File: config.mk
export PLATFORM = sky130hd
export DESIGN_NAME = avl_bus_arbiter
export DESIGN_NICKNAME = d
export VERILOG_FILES = /design/src/rtl/avl_bus_arbiter.sv
export SDC_FILE = /design/constraint.sdc
export NUM_CORES = 1
export LEC_CHECK = 0
export ABC_AREA = 0
export CAP_MARGIN = 40
export CORE_AREA = 2 2 225 227
export DETAILED_ROUTE_END_ITERATION = 7
export DIE_AREA = 0 0 227 229
export DONT_BUFFER_PORTS = 1
export HOLD_SLACK_MARGIN = 0.12
export SLEW_MARGIN = 10
export SYNTH_ARGS = -nofsm -noshare
export SYNTH_HDL_FRONTEND = slang
export SYNTH_SLANG_ARGS = --single-unit
File: constraint.sdc
create_clock -name clk -period 3.5 [get_ports clk]
set_input_delay 0.35 -clock clk [delete_from_list [all_inputs] [get_ports clk]]
set_output_delay 0.35 -clock clk [all_outputs]
set_load 0.02 [all_outputs]
File: src/rtl/avl_bus_arbiter.sv
// avl_bus_arbiter: shares one avl slave port between MASTER_NUM masters.
// Round-robin grant with burst locking. The request path is purely
// combinational. Read responses are steered back to their issuers in issue
// order using a small FIFO of master ids.
module avl_bus_arbiter #(
  parameter int MASTER_NUM      = 4,
  parameter int BURST_W         = 8,
  parameter int RESP_FIFO_DEPTH = 8
) (
  input  logic                          clk,
  input  logic                          rest,
  // master side
  input  logic [MASTER_NUM*32-1:0]      m_address,
  input  logic [MASTER_NUM*4-1:0]       m_byte_en,
  input  logic [MASTER_NUM-1:0]         m_read,
  input  logic [MASTER_NUM-1:0]         m_write,
  input  logic [MASTER_NUM*32-1:0]      m_write_data,
  input  logic [MASTER_NUM-1:0]         m_begin_burst_transfer,
  input  logic [MASTER_NUM*BURST_W-1:0] m_burst_count,
  output logic [MASTER_NUM-1:0]         m_request_ready,
  output logic [MASTER_NUM*32-1:0]      m_read_data,
  output logic [MASTER_NUM-1:0]         m_read_data_valid,
  input  logic [MASTER_NUM-1:0]         m_resp_ready,
  // slave side
  output logic [31:0]                   s_address,
  output logic [3:0]                    s_byte_en,
  output logic                          s_read,
  output logic                          s_write,
  output logic [31:0]                   s_write_data,
  output logic                          s_begin_burst_transfer,
  output logic [BURST_W-1:0]            s_burst_count,
  input  logic                          s_request_ready,
  input  logic [31:0]                   s_read_data,
  input  logic                          s_read_data_valid,
  output logic                          s_resp_ready
);

  localparam int PW = (MASTER_NUM > 1) ? $clog2(MASTER_NUM) : 1;
  localparam int AW = (RESP_FIFO_DEPTH > 1) ? $clog2(RESP_FIFO_DEPTH) : 1;
  localparam int CW = $clog2(RESP_FIFO_DEPTH) + 1;

  typedef enum logic {
    ST_IDLE   = 1'b0,
    ST_LOCKED = 1'b1
  } state_e;

  // arbitration state
  state_e          state_q, state_d;
  logic [PW-1:0]   rr_ptr_q, rr_ptr_d;
  logic [PW-1:0]   lock_id_q, lock_id_d;

  // read id fifo
  logic [PW-1:0]   id_mem_q [RESP_FIFO_DEPTH];
  logic [AW-1:0]   wr_ptr_q, rd_ptr_q;
  logic [CW-1:0]   count_q;
  logic            fifo_full, fifo_empty;
  logic [PW-1:0]   head_id;
  logic            push, pop;

  // per-master views of the packed command vectors
  logic [31:0]         addr_arr  [MASTER_NUM];
  logic [3:0]          be_arr    [MASTER_NUM];
  logic [31:0]         wdata_arr [MASTER_NUM];
  logic [BURST_W-1:0]  bc_arr    [MASTER_NUM];
  logic [MASTER_NUM-1:0] req_vec;

  // combinational arbitration results
  logic [PW-1:0]   rr_pick;
  logic            rr_found;
  logic [PW-1:0]   grant_id;
  logic            grant_valid;
  logic            g_read, g_write, read_blocked;
  logic            accept;

  genvar gi;
  generate
    for (gi = 0; gi < MASTER_NUM; gi++) begin : g_unpack
      assign addr_arr[gi]  = m_address[gi*32 +: 32];
      assign be_arr[gi]    = m_byte_en[gi*4 +: 4];
      assign wdata_arr[gi] = m_write_data[gi*32 +: 32];
      assign bc_arr[gi]    = m_burst_count[gi*BURST_W +: BURST_W];
      assign req_vec[gi]   = m_read[gi] | m_write[gi];
    end
  endgenerate

  // Every master sees the slave's data; the valid bit selects the receiver.
  assign m_read_data = {MASTER_NUM{s_read_data}};

  // Increment an id modulo MASTER_NUM (MASTER_NUM need not be a power of 2).
  function automatic logic [PW-1:0] next_id(input logic [PW-1:0] id);
    next_id = (id == PW'(MASTER_NUM - 1)) ? '0 : id + 1'b1;
  endfunction

  // Round-robin search: first requester at or after rr_ptr, wrapping.
  always_comb begin
    int            idx;
    logic [PW-1:0] cand;
    rr_pick  = '0;
    rr_found = 1'b0;
    idx      = 0;
    cand     = '0;
    for (int k = 0; k < MASTER_NUM; k++) begin
      idx = int'(rr_ptr_q) + k;
      if (idx >= MASTER_NUM) idx = idx - MASTER_NUM;
      cand = PW'(idx);
      if (!rr_found && req_vec[cand]) begin
        rr_found = 1'b1;
        rr_pick  = cand;
      end
    end
  end

  // State register: burst lock and round-robin pointer.
  always_ff @(posedge clk or posedge rest) begin
    if (rest) begin
      state_q   <= ST_IDLE;
      rr_ptr_q  <= '0;
      lock_id_q <= '0;
    end else begin
      state_q   <= state_d;
      rr_ptr_q  <= rr_ptr_d;
      lock_id_q <= lock_id_d;
    end
  end

  // Next-state: lock on a multi-beat burst start, release on its last beat.
  always_comb begin
    state_d   = state_q;
    rr_ptr_d  = rr_ptr_q;
    lock_id_d = lock_id_q;
    case (state_q)
      ST_IDLE: begin
        if (accept) begin
          if (s_begin_burst_transfer && (s_burst_count != '0)) begin
            state_d   = ST_LOCKED;
            lock_id_d = grant_id;
          end else begin
            rr_ptr_d = next_id(grant_id);
          end
        end
      end
      ST_LOCKED: begin
        if (accept && (s_burst_count == '0)) begin
          state_d  = ST_IDLE;
          rr_ptr_d = next_id(lock_id_q);
        end
      end
      default: state_d = ST_IDLE;
    endcase
  end

  // Outputs: grant selection, command mux and per-master request_ready.
  // Reset gates the grant so every command output drops at once.
  always_comb begin
    grant_valid = 1'b0;
    grant_id    = rr_pick;
    if (!rest) begin
      if (state_q == ST_LOCKED) begin
        grant_valid = 1'b1;
        grant_id    = lock_id_q;
      end else begin
        grant_valid = rr_found;
        grant_id    = rr_pick;
      end
    end

    g_read       = grant_valid & m_read[grant_id];
    g_write      = grant_valid & m_write[grant_id];
    read_blocked = g_read & fifo_full;

    s_address              = addr_arr[grant_id];
    s_byte_en              = be_arr[grant_id];
    s_write_data           = wdata_arr[grant_id];
    s_burst_count          = bc_arr[grant_id];
    s_begin_burst_transfer = grant_valid & m_begin_burst_transfer[grant_id];
    s_read                 = g_read & ~fifo_full;
    s_write                = g_write & ~read_blocked;

    m_request_ready = '0;
    if (grant_valid && s_request_ready && !read_blocked) begin
      m_request_ready[grant_id] = 1'b1;
    end

    accept = (g_read | g_write) & s_request_ready & ~read_blocked;
    push   = accept & g_read;
  end

  // Response routing: the FIFO head owns whatever the slave returns.
  assign fifo_empty = (count_q == '0);
  assign fifo_full  = (count_q == CW'(RESP_FIFO_DEPTH));
  assign head_id    = id_mem_q[rd_ptr_q];
  assign s_resp_ready = ~fifo_empty & m_resp_ready[head_id];
  assign pop          = s_read_data_valid & s_resp_ready;

  // One-hot valid to the head master; a response with nothing outstanding is dropped.
  always_comb begin
    m_read_data_valid = '0;
    if (s_read_data_valid && !fifo_empty) begin
      m_read_data_valid[head_id] = 1'b1;
    end
  end

  // FIFO pointers and occupancy; push is already suppressed when full.
  always_ff @(posedge clk or posedge rest) begin
    if (rest) begin
      wr_ptr_q <= '0;
      rd_ptr_q <= '0;
      count_q  <= '0;
    end else begin
      if (push) wr_ptr_q <= wr_ptr_q + 1'b1;
      if (pop)  rd_ptr_q <= rd_ptr_q + 1'b1;
      case ({push, pop})
        2'b10:   count_q <= count_q + 1'b1;
        2'b01:   count_q <= count_q - 1'b1;
        default: count_q <= count_q;
      endcase
    end
  end

  // FIFO storage: the id of the master that issued each accepted read beat.
  always_ff @(posedge clk) begin
    if (push) id_mem_q[wr_ptr_q] <= grant_id;
  end

  // Flag a slave response that arrives with no read outstanding.
  assert property (@(posedge clk) disable iff (rest) !(s_read_data_valid && fifo_empty))
    else $error("avl_bus_arbiter: read response with no outstanding read, dropped");

endmodule

---- Word level (Yosys, flattened, before mapping) ----
Memories as Yosys holds them, arrays and structs flattened.
Cells that the tools add are included.
storage, ports and cells
  register bits ........................... 15
  bits in writable memories ............... 16
  input port bits ......................... 356
  output and inout port bits .............. 216
  logic and storage cells ................. 146
  memories ................................ 1
cells by class
  $add $sub $neg .......................... 13
  order comparisons ....................... 13
  eq/ne operators ......................... 8
  mux-type cells .......................... 63
  bitwise logic cells ..................... 21
  reduce and logical (&&, ||, !) cells .... 21
memory list
  name      words  width  read ports  clocked after memory_dff  wr ports  line  text
  id_mem_q  8      2      1           0                         1         53    logic [PW-1:0] id_mem_q [RESP_FIFO_DEPTH];
operators with widths
  cell                 number
  $bmux 32 s2          2
  $mux 32              4
  $mux 2               15
  $mux 1               21
  $lt 2x3->1 const B   6
  $bmux 1 s2           8
  $bmux 8 s2           1
  $mux 4               4
  $mux 8               2
  $ge 3x3->1 const B   4
  $and 1x1->1          11
  $logic_and 1x1->1    10
  $bmux 4 s2           1
  $logic_not 8->1      1
  $pmux 4 s2           1
  $reduce_bool 8->1    1
  $sub 2x1->2 const B  4
  $add 2x2->3 const B  2
  $add 3x1->3 const B  2
  $eq 2x2->1 const B   3
  $reduce_and 3->1     2
  $logic_not 1->1      5
  $or 1x1->1           5
  $add 2x1->2 const B  2
  16 further kinds     22

---- Logic depth before layout (Yosys ltp) ----
Gate-level depths: netlist of the first run.
  word-level depth ........................ 25
  mapped depth ............................ 19
  mapped depth without buffers ............ 16

---- Worst setup path after synthesis of the first run ----
No wires, ideal clock.
  kind .................................... input -> register
  start point ............................. in m_read[2]
  end point ............................... reg count_q[3]
  setup time .............................. 125 ps
  arrival ................................. 3519 ps
  required time ........................... 3375 ps
  path slack .............................. -144 ps
  cell stages on the path ................. 18
  buffers on the path ..................... 2
  cell sequence ........................... or2_4 > nor2b_4 > mux4_2 > o31a_1 > buf_6 > clkinv_8 > mux2i_1 > o22ai_2 > and3_1 > clkbuf_1 > inv_1 > ha_1 > ha_1 > a21o_1 > a21oi_1 > xnor2_1 > nor2_1 > xor2_1
between the ends
  cells in the longest elaborated chain, start to end .. 24
  elaborated cells between the ends (all ways) .. 43
  classes of those cells .................. 2 x eq/ne; 25 x mux; 9 x bitwise; 7 x reduce/logical
RTL lines
  what                                             line      text
  from (decl)                                      15        input logic [MASTER_NUM-1:0] m_read,
  $or 1x1->1                                       82        assign req_vec[gi] = m_read[gi] | m_write[gi];
  $bmux 1 s2                                       106       if (!rr_found && req_vec[cand]) begin
  $mux 1 (not written as such)                     106
  $mux 1                                           106
  $logic_not 1->1                                  106
  $logic_and 1x1->1                                106
  $mux 1                                           106
  $logic_not 1->1                                  106
  (+8 left out)                                    --
  $mux 1 (on tied branches)                        167, 168
  $and 1x1->1 (on tied branches)                   167, 168
  $or 1x1->1 or $and 1x1->1 (tied branches)        184, 169
  $and 1x1->1 or $not 1->1 (tied branches)         184       accept = (g_read | g_write) & s_request_ready & ~read_blocked;
  $and 1x1->1                                      184
  $and 1x1->1 *                                    185       push = accept & g_read;
  $eq 2x1->1 or $eq 2x2->1 (tied branches)         212       case ({push, pop})
  $pmux 4 s2 or $reduce_bool 2->1 (tied branches)  --
  to (signal assigned)                             213       2'b10: count_q <= count_q + 1'b1;
  to (signal assigned)                             214       2'b01: count_q <= count_q - 1'b1;
  to (signal assigned)                             215       default: count_q <= count_q;
  to (decl)                                        55        logic [CW-1:0] count_q;
Every way passes the cells marked *; elsewhere a longest branch is shown, timed or not. The select of a mux whose other input is x is not followed.
A chain may end at the register's enable or synchronous reset.

---- Worst setup path in the final report of the first run ----
  start point ............................. in rest
  end point ............................... out s_address[28]
between the ends
  cells in the longest elaborated chain, start to end .. 5
RTL lines
  what                                         line  text
  from (decl)                                  11    input logic rest,
  $mux 2                                       157   if (!rest) begin
  $not 2->3 (not written as such)              171   s_address = addr_arr[grant_id];
  $bmux 32 s2                                  171
  $mux 32 (not written as such) (2 in series)  171
  to (decl)                                    25    output logic [31:0] s_address,
Every way passes these cells. The select of a mux whose other input is x is not followed.

==> impl_metrics.py, run 1 <==
metrics = {
    "synthesis": {
        "postSynthCellCount": 807,
        "synth_edf_count": 16,
        "syn-num-nets": 1174,
        "yosys.cell_types.count": 50,
        "synth_ff_type": "edfxtp_1",
        "synth_top_area_frac": 0.214,
        "synth-seq-cells": 31,
        "ys_top_cells_by_area": "nand2_1 21%, buf_4 18%, a31oi_1 9.1%, edfxtp_1 9.1%, and3_1 8.9%",
        "yosysWarnings": 0,
        "syn_area_um2": 5290,
        "async_flop_share": 0.484,
        "avgSynthCellArea_um2": 6.55,
        "synth_largest_area_cell": "nand2_1",
        "yosysSeqAreaShare": 0.162,
    },
    "critical_path": {
        "cp.arrival_ns": 3.00,
        "critPathKind": "input port to output pin",
        "worstPathMaxFanout": 77,
        "crit_path_start_kind": "input port",
        "required_ns": 3.15,
        "endpoint_kind": "output pin",
    },
    "clock_network": {
        "cts_max_level": 2,
        "clk_latency_ns": 0.28,
        "clk_pin_slew_ns": 0.05,
        "cts_tree": "yes",
        "cts_root_buffer": "clkbuf_16",
        "cts.path.max_buffers": 2,
        "numClockSinks": 31,
        "cts_made_buffers": 5,
    },
    "floorplanning": {
        "coreArea_um2": 49700,
        "dieArea_um2": 52000,
        "die_h_um": 229,
        "io_pins": 572,
        "die_w_um": 227,
        "row_count": 82,
        "start_util": 0.106,
    },
    "drt": {
        "drt-vias-per-instance": 3.90,
        "drc_errors": 0,
        "drt_iter0_drc": 407,
        "dr_total_vias": 5459,
        "drt_pass1_iterations": 5,
        "wl_per_cell_um": 19.5,
        "wirelength_um": 27300,
        "ant_nets": 0,
    },
    "sta": {
        "hold_slack_ns": 0.192,
        "period_needed_ns": 3.35,
        "period_share": 0.957,
        "setup_ws_ns": 0.150,
        "worstMarginPinSlew_ns": 0.487,
        "hold_viol": 0,
        "maxSlewHeadroom": 0.673,
        "rsz0062_at_grt": "yes",
        "drv_slew": 0,
        "fmax_mhz": 298,
        "finClkSkew_ns": 0.00793,
        "finalSetupTns_ns": 0,
        "setup_viol": 0,
    },
    "grt": {
        "antenna_found_initial": 4,
        "grt_max_degree": 98,
        "overflow": 0,
        "grt_pass1_vias": 5158,
        "grt_pass1_wl_um": 36200,
        "grt_usage": 0.0967,
    },
    "power_and_ir_drop": {
        "peakVddDrop_mv": 0.492,
        "p_leak_uw": 0.00249,
        "powerDensity_nw_per_um2": 1170,
    },
    "placed_design": {
        "placed_area_um2": 5710,
        "dp_slack_ns": -0.0770,
        "portBuffers": 0,
        "gp_congestion": 0.852,
        "dp_hpwl_um": 23200,
    },
    "run_status": {
        "run_status": "completed",
    },
    "finish": {
        "final_util": 0.118,
        "design_area_um2": 5880,
        "final_nets": 1092,
        "layout-drive-gt1-share": 0.174,
        "syn_to_final_growth_pct": 11.3,
    },
    "run": {
        "drv_cap": 0,
    },
    "worst_hold_path": {
        "hold_path.class": "input port to register",
    },
}
## flip-flops by register name, summed over array words and instances, names as in the netlist
register,count
count_q,4
id_mem_q,16
lock_id_q,2
rd_ptr_q,3
rr_ptr_q,2
state_q,1
wr_ptr_q,3
## cells by family after synthesis
kind of cell	after synthesis	synth area share
DFF	31	0.162
muxes	33	0.0781
adders and majority gates	11	0.0275
AOI/OAI and AO/OA	98	0.122
and+or+nand+nor	432	0.365
xor gates and xnor gates	8	0.0133
buffers and inverters	194	0.233
## per-layer routing
layer / wire length [um] / vias up / GRT usage / part of all wire
met2: 13300 / 451 / 0.171 / 0.49
met4: 748 / 6 / 0.0298 / 0.027
met5: 41 / - / 0 / 0.0015
li1: - / 2432 / - / -
met1: 9580 / 2519 / 0.103 / 0.35
met3: 3560 / 51 / 0.0409 / 0.13
## path summary, 6_finish.rpt
| path | start | endpoint | slack (ns) | depth (start not counted) |
|---|---|---|---|---|
| setup / recovery | rest | s_address[28] | 0.15 | 11 |
| hold / removal | s_request_ready | state_q$_DFF_PP0_ | 0.19 | 1 |
| setup reg to reg | rr_ptr_q[1]$_DFFE_PP0P_ | rr_ptr_q[1]$_DFFE_PP0P_ | 0.20 | 9 |
| hold reg to reg | wr_ptr_q[0]$_DFFE_PP0P_ | wr_ptr_q[0]$_DFFE_PP0P_ | 0.52 | 1 |
| max in group asynchronous | rest | rd_ptr_q[2]$_DFFE_PP0P_ | 2.72 | 3 |
| min in group asynchronous | rest | wr_ptr_q[1]$_DFFE_PP0P_ | 0.58 | 3 |
## worst max-delay path: stages
cell and delay, ns:
dlygate4sd3_1 0.56, inv_1 0.08, nand2_1 0.07, o21ai_0 0.10, o31a_2 0.26, buf_12 0.32
buf_6 0.40, nand2_1 0.09, and3_1 0.17, a31oi_1 0.28, buf_4 0.22
## cell usage in the layout, fill, tap and decap left out, types with 2 or more instances in the layout
master / instances
nor3_1: 8
mux4_2: 5
nor2b_1: 5
mux2_4: 3
o21ai_0: 2
clkinv_4: 2
or2_2: 2
buf_6: 3
a21oi_1: 4
nor4_1: 3
xnor2_1: 4
and3_1: 75
mux2_2: 3
dfrtp_1: 15
and2_1: 7
nand2_1: 302
buf_4: 87
o22ai_1: 2
buf_12: 4
xor2_1: 4
ha_1: 9
mux2i_1: 21
or4_1: 3
inv_1: 8
clkbuf_16: 5
a31oi_1: 77
edfxtp_1: 16
nor3b_1: 4
nor2_1: 14
nand2b_1: 4
## repair_timing
| item | in CTS | in global routing |
|---|---|---|
| gates resized for setup | 0 | 3 |
| buffers inserted | 0 | 0 |
| hold endpoints to repair | 15 | 0 |
| hold buffers | 1 | 0 |
| endpoints found under the setup margin | 0 | 27 |
## where the power goes
part | total [uW] | switching [uW] | internal (uW) | leakage, uW
Sequential | 659 | 143 | 517 | 0.000324
Combinational | 5780 | 3610 | 2170 | 0.00209
Clock | 423 | 158 | 265 | 0.0000700
Total | 6860 | 3910 | 2950 | 0.00249
## synthesized netlist by cell type, types with 2 or more instances
| cell | count |
|---|---|
| and2_1 | 7 |
| buf_4 | 128 |
| o21ai_0 | 2 |
| or2_2 | 2 |
| nor2_1 | 14 |
| nor4_1 | 3 |
| clkbuf_1 | 48 |
| mux2_2 | 3 |
| mux2i_1 | 21 |
| nand2_1 | 302 |
| and3_1 | 75 |
| inv_1 | 9 |
| mux2_4 | 3 |
| dfrtp_1 | 15 |
| ha_1 | 10 |
| a21oi_1 | 5 |
| o22ai_1 | 2 |
| nor3b_1 | 4 |
| edfxtp_1 | 16 |
| nand2b_1 | 4 |
| nor3_1 | 8 |
| buf_2 | 2 |
| xnor2_1 | 4 |
| buf_1 | 5 |
| xor2_1 | 4 |
| a31oi_1 | 77 |
| mux4_2 | 5 |
| nor2b_1 | 5 |
| or4_1 | 3 |
## final cells by class
class / instances / area, um^2
timing repair buffer: 95 / 777
fill: 5802 / 43800
multi-input combinational: 582 / 3210
clock buffer: 5 / 125
sequential: 31 / 856
inverter: 10 / 51.3
tap: 672 / 841
clock inverter: 3 / 25.0
antenna: 1 / 2.50
## through the flow
stage	total power [uW]	std cells
after floorplan	4380	807
after global routing	7360	1398
after detailed placement	6460	1389
after global placement	6360	1389
final	6860	1399
after CTS	6920	1398
(Power assumes the default switching activity.)
==> run 2, diff against run 1 <==
--- a/config.mk
+++ b/config.mk
@@ -12,6 +12,7 @@
 export DIE_AREA = 0 0 227 229
 export DONT_BUFFER_PORTS = 1
 export HOLD_SLACK_MARGIN = 0.12
+export SKIP_CTS_REPAIR_TIMING = 1
 export SLEW_MARGIN = 10
 export SYNTH_ARGS = -nofsm -noshare
 export SYNTH_HDL_FRONTEND = slang
==> run 2 against run 1 <==
First-iteration DRC count up 6.4%. Critical path depth down 2. Power about the same. Critical path type is now register to register. Largest cell class unchanged. Combinational power about the same. Cell count about the same. Worst hold slack about the same.
==> impl_metrics.py, run 2 (same netlist as run 1, synthesis figures left out) <==
metrics = {
    "run": {
        "drv_cap": 0,
    },
    "critical_path": {
        "cp.arrival_ns": 3.46,
        "required_ns": 3.66,
        "cp_slowest_cell": "mux4_2",
        "critPathKind": "register to register",
        "worstPathMaxFanout": 77,
        "path_buf_inv": 2,
        "endpoint_kind": "register",
        "max_stage_delay_ns": 0.53,
        "crit_path_start_kind": "register",
        "cp_top_family": "multiplexers",
        "crit_chain": "mux4_2 > o31a_2 > buf_12 > nor3_1 > o32ai_1 > nor4_1 > buf_4 > o211a_1 > mux2_1",
    },
    "sta": {
        "period_share": 0.944,
        "period_needed_ns": 3.30,
        "maxSlewHeadroom": 0.661,
        "setup_ws_ns": 0.196,
        "setup_viol": 0,
        "finalSetupTns_ns": 0,
        "hold_viol": 0,
        "worstMarginPinSlew_ns": 0.508,
        "hold_slack_ns": 0.192,
        "drv_slew": 0,
        "fmax_mhz": 303,
        "finClkSkew_ns": 0.00800,
        "rsz0062_at_grt": "no",
    },
    "clock_network": {
        "numClockSinks": 31,
        "cts_max_level": 2,
        "clk_pin_slew_ns": 0.05,
        "cts_made_buffers": 5,
        "cts_root_buffer": "clkbuf_16",
        "cts_tree": "yes",
        "cts.path.max_buffers": 2,
        "clk_latency_ns": 0.28,
    },
    "floorplanning": {
        "start_util": 0.106,
        "die_h_um": 229,
        "row_count": 82,
        "io_pins": 572,
        "coreArea_um2": 49700,
        "dieArea_um2": 52000,
        "die_w_um": 227,
    },
    "finish": {
        "syn_to_final_growth_pct": 11.2,
        "regArea_um2": 856,
        "final_nets": 1092,
        "final_cell_mix": "302 x nand2_1, 88 x buf_4, 77 x a31oi_1",
        "multi_input_area_um2": 3210,
        "n_antenna_cell": 0,
        "reg_top3": "id_mem_q x16, count_q x4",
        "regMostFlops": "id_mem_q",
        "fillCellCount": 5803,
        "largest_register_ffs": 16,
        "final_common_cell": "nand2_1",
        "layout-drive-gt1-share": 0.174,
    },
    "power_and_ir_drop": {
        "power_frac_seq": 0.096,
        "pwr-share-clk": 0.062,
        "peakVddDrop_mv": 0.493,
        "power_frac_comb": 0.842,
        "power.total_uw": 6860,
        "intPower_uw": 2940,
        "p_switching_uw": 3920,
        "swShare": 0.571,
        "powerDensity_nw_per_um2": 1170,
        "p_leak_uw": 0.00248,
    },
    "drt": {
        "wl_per_cell_um": 19.5,
        "drt_iter0_drc": 433,
        "drt-vias-per-instance": 3.93,
        "wirelength_um": 27300,
        "drc_errors": 0,
        "dr_total_vias": 5493,
        "ant_nets": 0,
        "drt_pass1_iterations": 5,
    },
    "placed_design": {
        "dp_slack_ns": -0.0770,
        "gp_congestion": 0.852,
        "dp_hpwl_um": 23200,
        "portBuffers": 0,
    },
    "grt": {
        "grt_usage": 0.0966,
        "overflow": 0,
        "antenna_found_initial": 4,
        "grt_max_degree": 98,
        "grt_pass1_wl_um": 36200,
        "grt_pass1_vias": 5148,
    },
    "worst_hold_path": {
        "hold_path.class": "input port to register",
    },
    "run_status": {
        "run_status": "completed",
    },
}
[run 2: final timing paths]
path | to | slack (ns) | start | cells past startpoint
setup reg to reg | rr_ptr_q[1]$_DFFE_PP0P_ | 0.20 | rr_ptr_q[1]$_DFFE_PP0P_ | 9
max in group asynchronous | rd_ptr_q[2]$_DFFE_PP0P_ | 2.74 | rest | 3
hold reg to reg | wr_ptr_q[0]$_DFFE_PP0P_ | 0.52 | wr_ptr_q[0]$_DFFE_PP0P_ | 1
setup / recovery | rr_ptr_q[1]$_DFFE_PP0P_ | 0.20 | rr_ptr_q[1]$_DFFE_PP0P_ | 9
min in group asynchronous | rr_ptr_q[0]$_DFFE_PP0P_ | 0.56 | rest | 3
hold / removal | state_q$_DFF_PP0_ | 0.19 | s_request_ready | 1
[run 2: cell type report]
class	instances	area share
Clock buffer	5	0.0213
Sequential cell	31	0.146
Tap cell	672	0.143
Timing Repair Buffer	95	0.132
Multi-Input combinational cell	582	0.545
Clock inverter	3	0.00426
Inverter	10	0.00873
[run 2: worst register-to-register path: cells and delay by family (launching register included)]
family | cells | cell delay, ns
mux | 2 | 0.85
simple gates | 2 | 0.73
flops | 1 | 0.42
compound gates | 3 | 0.77
buf+inv | 2 | 0.42
[run 2: layer usage]
metal	global-route usage	share of wire	vias to the layer above
met2	0.171	0.49	469
met4	0.0298	0.028	6
li1	-	-	2428
met5	0	0.0014	-
met3	0.0411	0.13	57
met1	0.103	0.35	2533
[run 2: metrics by stage]
step,std cells,instance area [um^2],utilization
final,1398,5880,0.118
after global placement,1389,5710,0.115
after CTS,1397,5860,0.118
after floorplan,807,5290,-
after detailed placement,1389,5710,0.115
after global routing,1398,5880,0.118
[run 2: power by group through the flow]
stage / clock, uW / combinational, uW / sequential (uW)
finish: 423 / 5780 / 660
global route: 452 / 6220 / 679
CTS: 432 / 5830 / 658
detailed placement: 0 / 5800 / 663
global placement: 0 / 5700 / 660
floorplan: 0 / 3790 / 600
